File: src/rtl/inst_pkg.sv
// Shared types and constants for the instruction fetch unit.
package inst_pkg;

  typedef enum logic [1:0] {
    IDLE = 2'd0,
    RUN  = 2'd1,
    HALT = 2'd2
  } fetch_state_t;

  typedef enum logic [1:0] {
    SEL_SEQ = 2'd0,
    SEL_ABS = 2'd1,
    SEL_REL = 2'd2
  } pc_sel_t;

  localparam logic [8:0] HALT_INST = 9'h1FF;

endpackage

File: src/rtl/inst_fetch_if.sv
// Fetch control/status bundle; master is the sequencer/ROM side, slave is inst_fetch.
interface inst_fetch_if #(
  parameter int A = 10,
  parameter int W = 9
);
  logic         start;
  logic [A-1:0] start_addr;
  logic         stall;
  logic         branch;
  logic         branch_rel;
  logic [A-1:0] offset;
  logic         halt;
  logic [A-1:0] inst_address;
  logic [W-1:0] inst_out;
  logic [W-1:0] inst;
  logic [A-1:0] inst_addr;
  logic         inst_valid;
  logic         done;
  logic         pc_wrap;
  logic [15:0]  cycle_count;

  modport master (
    output start, start_addr, stall, branch, branch_rel, offset, halt, inst_out,
    input  inst_address, inst, inst_addr, inst_valid, done, pc_wrap, cycle_count
  );

  modport slave (
    input  start, start_addr, stall, branch, branch_rel, offset, halt, inst_out,
    output inst_address, inst, inst_addr, inst_valid, done, pc_wrap, cycle_count
  );
endinterface

File: src/rtl/pc_next.sv
// Next-PC selection: increment, absolute target or target relative to the current instruction.
module pc_next
  import inst_pkg::*;
#(
  parameter int A = 10
) (
  input  pc_sel_t      sel,
  input  logic [A-1:0] pc,
  input  logic [A-1:0] inst_addr,
  input  logic [A-1:0] offset,
  output logic [A-1:0] next_pc,
  output logic         wrap
);

  // Relative add at width A is the same as sign-extending the offset and wrapping.
  always_comb begin
    next_pc = pc + A'(1);
    wrap    = &pc;
    case (sel)
      SEL_ABS: begin
        next_pc = offset;
        wrap    = 1'b0;
      end
      SEL_REL: begin
        next_pc = inst_addr + offset;
        wrap    = 1'b0;
      end
      default: ;
    endcase
  end

endmodule

File: src/rtl/inst_fetch.sv
// Instruction fetch sequencer: drives the external ROM address and registers one instruction per cycle.
//   state | meaning
//   IDLE  | waiting for start, no fetches
//   RUN   | fetching; stall > halt > branch > sequential
//   HALT  | program finished, done high, state frozen
module inst_fetch
  import inst_pkg::*;
#(
  parameter int A = 10,
  parameter int W = 9
) (
  input logic        clk,
  input logic        rst_n,
  inst_fetch_if.slave bus
);

  fetch_state_t state_q, state_d;
  logic [A-1:0] pc_q, pc_d;
  logic [W-1:0] inst_q, inst_d;
  logic [A-1:0] inst_addr_q, inst_addr_d;
  logic         valid_q, valid_d;
  logic         wrap_q, wrap_d;
  logic [15:0]  cnt_q, cnt_d;

  pc_sel_t      pc_sel;
  logic [A-1:0] next_pc;
  logic         next_wrap;
  logic         halt_cond;

  assign pc_sel    = (bus.branch && valid_q) ? (bus.branch_rel ? SEL_REL : SEL_ABS) : SEL_SEQ;
  assign halt_cond = bus.halt || (valid_q && (inst_q == W'(HALT_INST)));

  pc_next #(.A(A)) u_pc_next (
    .sel       (pc_sel),
    .pc        (pc_q),
    .inst_addr (inst_addr_q),
    .offset    (bus.offset),
    .next_pc   (next_pc),
    .wrap      (next_wrap)
  );

  always_ff @(posedge clk or negedge rst_n) begin
    if (!rst_n) begin
      state_q     <= IDLE;
      pc_q        <= '0;
      inst_q      <= '0;
      inst_addr_q <= '0;
      valid_q     <= 1'b0;
      wrap_q      <= 1'b0;
      cnt_q       <= '0;
    end else begin
      state_q     <= state_d;
      pc_q        <= pc_d;
      inst_q      <= inst_d;
      inst_addr_q <= inst_addr_d;
      valid_q     <= valid_d;
      wrap_q      <= wrap_d;
      cnt_q       <= cnt_d;
    end
  end

  always_comb begin
    state_d     = state_q;
    pc_d        = pc_q;
    inst_d      = inst_q;
    inst_addr_d = inst_addr_q;
    valid_d     = valid_q;
    wrap_d      = wrap_q;
    cnt_d       = cnt_q;
    case (state_q)
      IDLE, HALT: begin
        if (bus.start) begin
          pc_d    = bus.start_addr;
          valid_d = 1'b0;
          cnt_d   = '0;
          wrap_d  = 1'b0;
          state_d = RUN;
        end
      end
      RUN: begin
        cnt_d = (cnt_q == 16'hFFFF) ? cnt_q : cnt_q + 16'd1;
        if (bus.stall) begin
          // hold everything except the cycle counter
        end else if (halt_cond) begin
          state_d = HALT;
          valid_d = 1'b0;
        end else if (pc_sel != SEL_SEQ) begin
          // the word at pc_q is squashed, leaving one bubble
          pc_d    = next_pc;
          valid_d = 1'b0;
        end else begin
          inst_d      = bus.inst_out;
          inst_addr_d = pc_q;
          valid_d     = 1'b1;
          pc_d        = next_pc;
          if (next_wrap) wrap_d = 1'b1;
        end
      end
      default: state_d = IDLE;
    endcase
  end

  assign bus.inst_address = pc_q;
  assign bus.inst         = inst_q;
  assign bus.inst_addr    = inst_addr_q;
  assign bus.inst_valid   = valid_q;
  assign bus.done         = (state_q == HALT);
  assign bus.pc_wrap      = wrap_q;
  assign bus.cycle_count  = cnt_q;

endmodule

File: src/flat_wrapper.sv
// flat-port wrapper written by rule: the top's interface ports become plain ports
module inst_fetch_flat import inst_pkg::*;
#(
  parameter int A = 10,
  parameter int W = 9
)
  (clk, rst_n, bus_start, bus_start_addr, bus_stall, bus_branch, bus_branch_rel, bus_offset, bus_halt, bus_inst_out, bus_inst_address, bus_inst, bus_inst_addr, bus_inst_valid, bus_done, bus_pc_wrap, bus_cycle_count);
  inst_fetch_if #(.A(A), .W(W)) bus_i ();
  input logic clk;
  input logic rst_n;
  input wire logic [$bits(bus_i.start)-1:0] bus_start;
  input wire logic [$bits(bus_i.start_addr)-1:0] bus_start_addr;
  input wire logic [$bits(bus_i.stall)-1:0] bus_stall;
  input wire logic [$bits(bus_i.branch)-1:0] bus_branch;
  input wire logic [$bits(bus_i.branch_rel)-1:0] bus_branch_rel;
  input wire logic [$bits(bus_i.offset)-1:0] bus_offset;
  input wire logic [$bits(bus_i.halt)-1:0] bus_halt;
  input wire logic [$bits(bus_i.inst_out)-1:0] bus_inst_out;
  output wire logic [$bits(bus_i.inst_address)-1:0] bus_inst_address;
  output wire logic [$bits(bus_i.inst)-1:0] bus_inst;
  output wire logic [$bits(bus_i.inst_addr)-1:0] bus_inst_addr;
  output wire logic [$bits(bus_i.inst_valid)-1:0] bus_inst_valid;
  output wire logic [$bits(bus_i.done)-1:0] bus_done;
  output wire logic [$bits(bus_i.pc_wrap)-1:0] bus_pc_wrap;
  output wire logic [$bits(bus_i.cycle_count)-1:0] bus_cycle_count;
  assign bus_i.start = bus_start;
  assign bus_i.start_addr = bus_start_addr;
  assign bus_i.stall = bus_stall;
  assign bus_i.branch = bus_branch;
  assign bus_i.branch_rel = bus_branch_rel;
  assign bus_i.offset = bus_offset;
  assign bus_i.halt = bus_halt;
  assign bus_i.inst_out = bus_inst_out;
  assign bus_inst_address = bus_i.inst_address;
  assign bus_inst = bus_i.inst;
  assign bus_inst_addr = bus_i.inst_addr;
  assign bus_inst_valid = bus_i.inst_valid;
  assign bus_done = bus_i.done;
  assign bus_pc_wrap = bus_i.pc_wrap;
  assign bus_cycle_count = bus_i.cycle_count;
  inst_fetch #(.A(A), .W(W)) u_core (.clk(clk), .rst_n(rst_n), .bus(bus_i));
endmodule
File: config.mk
export PLATFORM = sky130hd
export DESIGN_NAME = inst_fetch_flat
export DESIGN_NICKNAME = d
export VERILOG_FILES = /design/src/rtl/inst_pkg.sv /design/src/rtl/inst_fetch_if.sv /design/src/rtl/pc_next.sv /design/src/rtl/inst_fetch.sv /design/src/flat_wrapper.sv
export SDC_FILE = /design/constraint.sdc
export NUM_CORES = 1
export LEC_CHECK = 0
export ABC_CLOCK_PERIOD_IN_PS = 3000
export BUFFER_PORTS_ARGS = -buffer_cell sky130_fd_sc_hd__clkbuf_2
export CAP_MARGIN = 15
export CORE_ASPECT_RATIO = 1.75
export CORE_MARGIN = 3
export CORE_UTILIZATION = 50
export DETAILED_ROUTE_END_ITERATION = 10
export PLACE_DENSITY = 0.81
export SYNTH_ARGS = -nofsm -noshare
export SYNTH_HDL_FRONTEND = slang
export SYNTH_SLANG_ARGS = --single-unit
File: constraint.sdc
create_clock -name clk -period 3 [get_ports clk]
set_input_delay 0.6 -clock clk [delete_from_list [all_inputs] [get_ports clk]]
set_output_delay 0.6 -clock clk [all_outputs]
set_load 0.005 [all_outputs]
==> impl_metrics.ini <==
[timing]
clock_skew_ns = 0.0134
fin_crit_sh_pct = 71.2
finalCriticalPeriod_ns = 2.14
setup_viol = 0
finalHoldViolations = 0
timing.final.ws_setup_ns = 0.864
worst_pin_slew_ns = 0.583
rsz0062_at_grt = false
fmaxAchievable_mhz = 468
holdWs_ns = 0.0944
tns_ns = 0
slew_headroom_pct = 61.1
drv_slew = 0

[global_routing]
grt_pass1_wl_um = 13800
grt_pass1_vias = 2895
overflow = 0
antenna_found_initial = 0
grt_usage_pct = 25.6
grt_max_degree = 29

[synthesis]
syn_area_um2 = 3040
ys_types = 59
synth_edf_count = 0
ys_seq_area_share_pct = 40.3
syn_avg_cell_area_um2 = 9.68
synth_seq_cells = 49
yosysWarnings = 0
synthCells = 314
syn_nets = 362
async_flop_share_pct = 100
ys.flop_type = dfrtp_1

[final_layout]
fill_cells = 526
final_cell_mix = clkbuf_2, dfrtp_1, nand2_1, nor2_1, a21oi_1
antenna_cells = 0
nNetsFinal = 449
syn_to_final_growth_pct = 20.9
drive_gt1_share_pct = 31.8
seq_area_um2 = 1230
final_common_cell = clkbuf_2
multi_input_area_um2 = 1740
fin_area_um2 = 3670

[die]
die-height_um = 109
core-area_um2 = 5880
die_area_um2 = 7090
ios = 84
die_x_um = 64.9
initial_core_util_pct = 51.7
rows = 37

[drt]
via_count = 2792
drtIter0Drc = 143
drc = 0
ant_nets = 0
wl_um = 8560
viasPerCell = 5.82
first_pass_iters = 4
wl_per_cell_um = 17.8

[placement]
place_ws_ns = 0.567
globalplace.congestion = 0.885
port_buffers = 83
placed_cell_area_um2 = 3560
hpwl_um = 6510

[critical_path]
crit_path_max_fanout = 16
crit_chain = and4_1 -> a41oi_2 -> nand2_1 -> nor2_2 -> buf_12 -> mux2_2
crit_buf_inv = 1
crit_family = simple AND/OR/NAND/NOR gates
cp.arrival_ns = 2.34
endpoint_kind = flop
setup.worst_path.start_class = flop
r2r_slack_ns = 0.86
timing.setup.critical_path_class = flop to flop
slowest_stage = dfrtp_1
cp.required_ns = 3.20
max_stage_delay_ns = 0.40

[power]
power_frac_clock_pct = 16.0
p_sw_mw = 1.32
p_int_mw = 1.86
seqPwrFrac_pct = 37.0
peakVddDrop_mv = 0.542
combinationalPowerShare_pct = 47.0
total_power_mw = 3.18
power_density_nw_per_um2 = 867
swShare_pct = 41.5
leakagePower_nw = 1.72

[cts]
cts_num_sinks = 49
post_cts_buffers = 0
cts-root-buf = clkbuf_8
cts_resized = 0
cts_hold_buf = 0
ctsHtreeMaxLevel = 2
worstSkewPairLatency_ns = 0.32
cts_buffers = 5
cts_max_path_buffers = 2
clk_pin_slew_ns = 0.09
cts_tree = yes

[flow_run]
drv_cap = 0

[hold_path]
min_path_type = input pin to async pin

[outcome]
status = completed
-- registers in the layout, summed over array words and instances, names as in the netlist --
signal,cells
u_core.bus.inst_valid,1
u_core.bus.inst,9
u_core.bus.inst_address,10
u_core.bus.pc_wrap,1
u_core.bus.cycle_count,16
u_core.bus.inst_addr,10
u_core.state_q,2
-- per-layer routing --
layer | vias to the layer above | global-route usage, % | part of all wire, %
met5 | - | 0 | 0
li1 | 1332 | - | -
met3 | 20 | 4.95 | 4.5
met1 | 1347 | 26.6 | 37
met4 | 0 | 14.1 | 3.0
met2 | 93 | 47.2 | 56
-- area by class of cell --
| type | count | area share (%) |
|---|---|---|
| repair buffers | 89 | 12.9 |
| multi-input cells | 250 | 47.3 |
| well taps | 78 | 2.66 |
| inverters | 6 | 0.613 |
| clock inverters | 1 | 0.817 |
| clock buffers | 7 | 2.35 |
| flip-flops and latches | 49 | 33.4 |
-- stage by stage --
step | utilization (%) | std cells
after detailed placement | 60.5 | 472
after floorplan | - | 314
after global placement | 60.5 | 472
final | 62.5 | 480
after global routing | 62.5 | 480
after CTS | 62.5 | 480
-- worst paths after layout --
check                                    from                    endpoint  depth (start not counted)
setup / recovery           u_core.bus.inst[2]          u_core.bus.inst[7]                          6
hold / removal                          rst_n   u_core.bus.cycle_count[9]                          1
setup reg to reg           u_core.bus.inst[2]          u_core.bus.inst[7]                          6
hold reg to reg            u_core.bus.pc_wrap          u_core.bus.pc_wrap                          2
max in group asynchronous               rst_n          u_core.bus.inst[5]                          2
min in group clk            bus_start_addr[5]  u_core.bus.inst_address[5]                          3
-- Yosys cell counts (2+ instances only) --
cell type	count	area [µm²]
ha_1	11	138
buf_4	3	22.5
mux2i_1	5	50.1
nand3_1	13	65.1
nor2_1	27	101
nand4_1	4	25.0
and4_1	9	78.8
mux2_2	17	191
nor2_2	2	12.5
o21ai_0	20	100
o211ai_1	2	15.0
and3_1	6	37.5
o21ai_2	2	17.5
clkbuf_1	5	18.8
nand2b_1	3	18.8
inv_1	6	22.5
a21oi_1	23	115
xnor2_1	3	26.3
nor2b_1	4	25.0
xor2_1	17	149
a211oi_1	9	67.6
a31oi_1	3	18.8
dfrtp_1	49	1230
nand2_1	27	101
or3_1	2	12.5
a21o_1	2	15.0
nor3_1	5	25.0
o31ai_1	4	30.0
-- logic make-up after synthesis --
kind of cell	after synthesis	share of synthesized area [%]
and+or+nand+nor	111	19.0
AOI/OAI and AO/OA	84	18.9
DFF	49	40.3
muxes	23	8.31
xor gates and xnor gates	20	5.76
buffers and inverters	15	2.47
adders and majority gates	12	5.19
-- power by group through the flow --
stage / registers (mW) / logic (mW) / clock network, mW
2_1_floorplan: 1.14 / 0.972 / 0
3_3_place_gp: 1.17 / 1.45 / 0
3_5_place_dp: 1.18 / 1.49 / 0
4_1_cts: 1.17 / 1.50 / 0.521
5_1_grt: 1.22 / 1.66 / 0.540
6_report: 1.18 / 1.50 / 0.509
Note: power is estimated with default switching activity, not from simulation.
